File: src/rtl/stack_call_ctrl.sv
// rtl/stack_call_ctrl.sv - initiator controller for the hardware call/return stack
//
// Purpose:
//   Turns one-cycle call/return/jump requests from the instruction sequencer
//   into push/pop/jump strobes for a DEPTH-entry, DATA_W-bit return stack.
//   Tracks occupancy, hands popped return addresses back with a one-cycle
//   valid pulse, and keeps sticky overflow/underflow flags.
//
// Ports:
//   clk, rst            clock (rising edge), asynchronous active-high reset
//   req_call/ret/jmp    requests, sampled only while req_ready=1
//   call_addr           return address to push on a call
//   jmp_ptr             new stack pointer / depth for a jump
//   clr_err             clears sticky overflow/underflow
//   stk_peek            popped data coming back from the stack
//   req_ready           controller idle, a request is accepted this cycle
//   ret_valid/addr/err  return result pulse, held address, underflow qualifier
//   stk_push/pop/jmp    one-hot strobes to the stack
//   stk_inn, stk_jump   push data and jump pointer to the stack
//   depth               current occupancy, 0..DEPTH
//   overflow/underflow  sticky error flags
module stack_call_ctrl #(
    parameter int DATA_W  = 16,
    parameter int PTR_W   = 5,
    parameter int DEPTH   = 32,
    parameter int POP_LAT = 1
) (
    input  logic              clk,
    input  logic              rst,
    input  logic              req_call,
    input  logic              req_ret,
    input  logic              req_jmp,
    input  logic [DATA_W-1:0] call_addr,
    input  logic [PTR_W-1:0]  jmp_ptr,
    input  logic              clr_err,
    input  logic [DATA_W-1:0] stk_peek,
    output logic              req_ready,
    output logic              ret_valid,
    output logic [DATA_W-1:0] ret_addr,
    output logic              ret_err,
    output logic              stk_push,
    output logic              stk_pop,
    output logic              stk_jmp,
    output logic [DATA_W-1:0] stk_inn,
    output logic [PTR_W-1:0]  stk_jump,
    output logic [PTR_W:0]    depth,
    output logic              overflow,
    output logic              underflow
);

    localparam int CNT_W  = PTR_W + 1;
    localparam int WAIT_W = (POP_LAT > 1) ? $clog2(POP_LAT) : 1;

    typedef enum logic [2:0] {
        S_IDLE,
        S_PUSH,
        S_POP,
        S_POP_WAIT,
        S_JMP
    } state_t;

    state_t              r_state;
    state_t              w_next;
    logic [WAIT_W-1:0]   r_wait;
    logic                r_ready;
    logic                r_ret_valid;
    logic [DATA_W-1:0]   r_ret_addr;
    logic                r_ret_err;
    logic                r_stk_push;
    logic                r_stk_pop;
    logic                r_stk_jmp;
    logic [DATA_W-1:0]   r_stk_inn;
    logic [PTR_W-1:0]    r_stk_jump;
    logic [CNT_W-1:0]    r_depth;
    logic                r_overflow;
    logic                r_underflow;

    logic w_idle;
    logic w_do_ret;
    logic w_do_call;
    logic w_do_jmp;
    logic w_full;
    logic w_empty;
    logic w_ret_ok;
    logic w_ret_uf;
    logic w_call_ok;
    logic w_call_of;
    logic w_wait_done;

    // Request arbitration: ret beats call beats jmp; losers are dropped.
    assign w_idle      = (r_state == S_IDLE);
    assign w_do_ret    = w_idle & req_ret;
    assign w_do_call   = w_idle & ~req_ret & req_call;
    assign w_do_jmp    = w_idle & ~req_ret & ~req_call & req_jmp;
    assign w_full      = (r_depth == CNT_W'(DEPTH));
    assign w_empty     = (r_depth == '0);
    assign w_ret_ok    = w_do_ret & ~w_empty;
    assign w_ret_uf    = w_do_ret & w_empty;
    assign w_call_ok   = w_do_call & ~w_full;
    assign w_call_of   = w_do_call & w_full;
    // r_wait counts the POP_WAIT cycles already spent, starting at 0.
    assign w_wait_done = (r_state == S_POP_WAIT) && (r_wait == WAIT_W'(POP_LAT - 1));

    always_ff @(posedge clk or posedge rst) begin
        if (rst) begin
            r_state <= S_IDLE;
        end else begin
            r_state <= w_next;
        end
    end

    // Refused calls/rets never leave IDLE, so the sequencer keeps req_ready.
    always_comb begin
        w_next = r_state;
        case (r_state)
            S_IDLE: begin
                if (w_ret_ok) begin
                    w_next = S_POP;
                end else if (w_call_ok) begin
                    w_next = S_PUSH;
                end else if (w_do_jmp) begin
                    w_next = S_JMP;
                end
            end
            S_PUSH:     w_next = S_IDLE;
            S_POP:      w_next = S_POP_WAIT;
            S_POP_WAIT: if (w_wait_done) w_next = S_IDLE;
            S_JMP:      w_next = S_IDLE;
            default:    w_next = S_IDLE;
        endcase
    end

    // Outputs are decoded from the next state so they are registered and
    // line up with the state they belong to.
    always_ff @(posedge clk or posedge rst) begin
        if (rst) begin
            r_wait      <= '0;
            r_ready     <= 1'b1;
            r_ret_valid <= 1'b0;
            r_ret_addr  <= '0;
            r_ret_err   <= 1'b0;
            r_stk_push  <= 1'b0;
            r_stk_pop   <= 1'b0;
            r_stk_jmp   <= 1'b0;
            r_stk_inn   <= '0;
            r_stk_jump  <= '0;
            r_depth     <= '0;
            r_overflow  <= 1'b0;
            r_underflow <= 1'b0;
        end else begin
            r_ready    <= (w_next == S_IDLE);
            r_stk_push <= (w_next == S_PUSH);
            r_stk_pop  <= (w_next == S_POP);
            r_stk_jmp  <= (w_next == S_JMP);

            if (w_call_ok) begin
                r_stk_inn <= call_addr;
            end
            if (w_do_jmp) begin
                r_stk_jump <= jmp_ptr;
            end

            // Depth only moves in the cycle the strobe is on the bus; the
            // accept-time guards already rule out wrapping past 0 or DEPTH.
            case (r_state)
                S_PUSH:  r_depth <= r_depth + CNT_W'(1);
                S_POP:   r_depth <= r_depth - CNT_W'(1);
                S_JMP:   r_depth <= CNT_W'(r_stk_jump);
                default: r_depth <= r_depth;
            endcase

            if (r_state == S_POP_WAIT) begin
                r_wait <= r_wait + WAIT_W'(1);
            end else begin
                r_wait <= '0;
            end

            r_ret_valid <= w_ret_uf | w_wait_done;
            r_ret_err   <= w_ret_uf;
            if (w_wait_done) begin
                r_ret_addr <= stk_peek;
            end

            // A new error in the same cycle as clr_err is kept.
            r_overflow  <= w_call_of | (r_overflow & ~clr_err);
            r_underflow <= w_ret_uf | (r_underflow & ~clr_err);
        end
    end

    assign req_ready = r_ready;
    assign ret_valid = r_ret_valid;
    assign ret_addr  = r_ret_addr;
    assign ret_err   = r_ret_err;
    assign stk_push  = r_stk_push;
    assign stk_pop   = r_stk_pop;
    assign stk_jmp   = r_stk_jmp;
    assign stk_inn   = r_stk_inn;
    assign stk_jump  = r_stk_jump;
    assign depth     = r_depth;
    assign overflow  = r_overflow;
    assign underflow = r_underflow;

endmodule

File: config.mk
export PLATFORM = sky130hd
export DESIGN_NAME = stack_call_ctrl
export DESIGN_NICKNAME = d
export VERILOG_FILES = /design/src/rtl/stack_call_ctrl.sv
export SDC_FILE = /design/constraint.sdc
export NUM_CORES = 1
export LEC_CHECK = 0
export BUFFER_PORTS_ARGS = -buffer_cell sky130_fd_sc_hd__buf_4
export CORE_MARGIN = 2
export CORE_UTILIZATION = 45
export CTS_BUF_LIST = sky130_fd_sc_hd__clkbuf_4
export DETAILED_ROUTE_END_ITERATION = 6
export GPL_ROUTABILITY_DRIVEN = 0
export PLACE_DENSITY_LB_ADDON = 0.15
export SYNTH_ARGS = -nofsm -noshare
export SYNTH_HDL_FRONTEND = slang
export SYNTH_SLANG_ARGS = --single-unit
File: constraint.sdc
create_clock -name clk -period 3.4 [get_ports clk]
set_clock_uncertainty 0.15 [all_clocks]
set_input_delay 0.51 -clock clk [delete_from_list [all_inputs] [get_ports clk]]
set_output_delay 0.51 -clock clk [all_outputs]
set_load 0.02 [all_outputs]
==> summary.md <==
| Metric | Value |
|---|---|
| Status | `finished, final reports clean` |
| CTS tree | `yes` |
| Fraction of registers with async set/reset | `100%` |
| Setup Fix Bufs, Post-CTS | `0` |
| Post-route setup TNS | `0 ns` |
| GRT Total Usage | `about 18%` |
| Average size of a mapped cell | `about 13 um2` |
| Startpoint Class | `register` |
| Cell Pwr Density | `approximately 1000 mW/mm2` |
| Clock-pin slew on the worst setup and hold paths | `approximately 0.16 ns` |
| CP max stage delay | `between 0.5 and 0.6 ns` |
| Min Hold Slack | `between 0.15 and 0.2 ns` |
| Critical-path maximum fanout | `15` |
| Most common cell after layout, fill and taps aside | `buf_4` |
| Detailed-route DRC error count | `0` |
| Vias in the first global route | `roughly 1800` |
| Port bufs | `93` |
| Final min period | `between 2 and 3 ns` |
| Die width | `~78 um` |
| Top FF cell, synth | `dfrtp_1` |
| CTS buffer count | `5` |
| Cell area after synthesis | `~0.0025 mm2` |
| Fillers | `between 400 and 500` |
| Drt total wl | `5.25 mm` |
| Worst-margin pin slew | `around 0.80 ns` |
| Cells after synthesis | `192` |
| Sinks on Clock Net | `55` |
| CP Class | `register to register` |
| CP max stage cell | `dfrtp_1` |
| Most frequent cells in the layout | `96 x buf_4, 54 x dfrtp_1, 20 x mux2_2` |
| Yosys warning count | `0` |
| Io pins | `94` |
| Fin area | `0.00333 mm2` |
| Congestion Overflow GR | `0` |
| Placed Instance Area | `0.00324 mm2` |
| Max Slew Vio Count | `0` |
| Setup crit end kind | `register` |
| Tcrit/Tclk final | `between 70% and 80%` |
| Max Cap Viol | `0` |
| Vias | `1867` |
| Util after Layout | `roughly three fifths` |
| Die Ht | `78.3 um` |
| Layout Cells excl Fill | `between 300 and 400` |
| Crit path required time | `roughly 3.5 ns` |
| Layout Area Growth over Synthesis | `34.3%` |
| Number of synthesized flops with an enable pin | `0` |
| CP arrival | `roughly 2.7 ns` |
| First-pass DRT Iterations | `4` |
| Most frequent cell on the critical path | `o21ai_0` |
| Antenna viol nets, final | `0` |
| Final setup fails | `0` |
| Final Hold Fails | `0` |
| Synth unique cells | `45` |
| Fmax achieved | `roughly 380 MHz` |
| Hpwl dp | `approximately 3.9 mm` |
| Core area | `roughly 0.0054 mm2` |
| Die ar. | `0.00612 mm2` |
| Layout Nets | `about 340` |
| DR iter-0 viols | `approximately 140` |
| Dpl cells | `353` |
| Root Buffer Master | `clkbuf_4` |
| ANT cells | `0` |
| H-tree depth | `2` |
| First-pass GRT wire length | `between 8 and 9 mm` |
| Max-slew headroom | `46.7%` |
| HP Class | `primary input to register` |
| Share of layout cells above drive strength 1 | `47.2%` |
| Static Leakage | `0.00165 uW` |
| Flops & latches, synth | `55` |
| Crit-path leading delay family | `compound AO/OA/AOI/OAI gates` |
| Deepest clock path buffer count | `2` |
| Worst path bufs/invs | `0` |
| Cells along the critical path | `nor2_1, ha_1, and3_1, a2111oi_2, a21oi_1, o21ai_0, o21ai_0` |
| Row Count | `27` |
| Pin count of the biggest net entering global routing | `36` |
| Worst-skew pair later-pin latency | `0.36 ns` |
| RSZ-0062 raised after global routing | `false` |
| Initial antenna violation count | `0` |
| Sequential-to-total area share from yosys stat | `~56%` |
| Starting Density | `45.9%` |
| Worst VDD drop | `0.531 mV` |
| Post-Syn Nets | `240` |
| Routed WL per cell | `approximately 15 um` |
| Via density per instance | `5.16` |
[cells by family after synthesis]
logic type               share of synthesized area [%]
flip-flops                                        55.5
multiplexers                                      18.0
buffers and inverters                             3.73
adder cells (fa/ha/maj)                           2.82
AND/OR/NAND/NOR                                   9.94
XOR/XNOR                                         0.706
AO/OA/AOI/OAI                                     9.33
[worst register-to-register path, cell delays in order (launching register included)]
cell	delay (ns)
dfrtp_1	0.57
nor2_1	0.42
ha_1	0.35
and3_1	0.22
a2111oi_2	0.46
a21oi_1	0.12
o21ai_0	0.14
o21ai_0	0.10
[power by group]
part / internal, uW / switching (uW) / leakage [uW]
sequential: 960 / 203 / 0.000672
clock: 163 / 197 / 0.0000419
combinational: 893 / 973 / 0.000936
total: 2020 / 1370 / 0.00165
[final cells by class]
class | instances | area [um2] | share of cell area (%)
sequential | 55 | 1380 | 41.3
multi-input combinational | 119 | 1010 | 30.3
timing repair buffer | 97 | 731 | 21.9
tap | 72 | 90.1 | 2.70
clock buffer | 6 | 45.0 | 1.35
inverter | 11 | 41.3 | 1.24
clock inverter | 2 | 37.5 | 1.13
[through the flow]
step	power, uW	setup WS, ns
after floorplan	2370	0.966
after global placement	3020	0.854
after detailed placement	3060	0.757
after CTS	3430	0.736
after global routing	3640	0.589
final	3390	0.746
[timing repair]
item                                   in CTS  in global routing
resized for setup                           0                  0
hold buffers                                1                  0
endpoints found under the hold margin      20                  0
[per-layer routing]
layer / track usage, % / wire [um] / vias to the layer above
met5: 0 / 0 / -
met4: 6.49 / 115 / 0
met3: 4.60 / 288 / 13
met2: 30.3 / 2700 / 56
met1: 23.0 / 2150 / 915
li1: - / - / 883
[cells in the mapped netlist, types with 4 or more instances]
| cell type | n | area share, % |
|---|---|---|
| dfrtp_1 | 54 | 54 |
| nand2b_1 | 5 | 1.3 |
| mux2_1 | 8 | 3.6 |
| nand2_1 | 9 | 1.4 |
| mux2_2 | 20 | 9.1 |
| o21ai_0 | 11 | 2.2 |
| mux2_4 | 8 | 4.8 |
| ha_1 | 4 | 2.0 |
| nor2_1 | 9 | 1.4 |
| inv_1 | 11 | 1.7 |
| a22oi_1 | 4 | 1.2 |
| nor3_1 | 4 | 0.81 |
[worst paths after layout]
kind / startpoint / to / slack [ns] / cells after the start
setup / recovery: r_state[2]$_DFF_PP0_ / depth[5]$_DFFE_PP0P_ / 0.75 / 7
hold / removal: clr_err / overflow$_DFF_PP0_ / 0.16 / 2
hold reg to reg: ret_addr[5]$_DFFE_PP0P_ / ret_addr[5]$_DFFE_PP0P_ / 0.36 / 1
min in group asynchronous: rst / ret_addr[9]$_DFFE_PP0P_ / 0.52 / 3
max in group asynchronous: rst / req_ready$_DFF_PP1_ / 1.77 / 4
setup reg to reg: r_state[2]$_DFF_PP0_ / depth[5]$_DFFE_PP0P_ / 0.75 / 7
[flip-flops by register name, summed over array words and instances, names as in the netlist, 3 cells and up]
name and count:
depth 6, r_state 3, ret_addr 16, stk_inn 16, stk_jump 5
(Power assumes the default switching activity.)
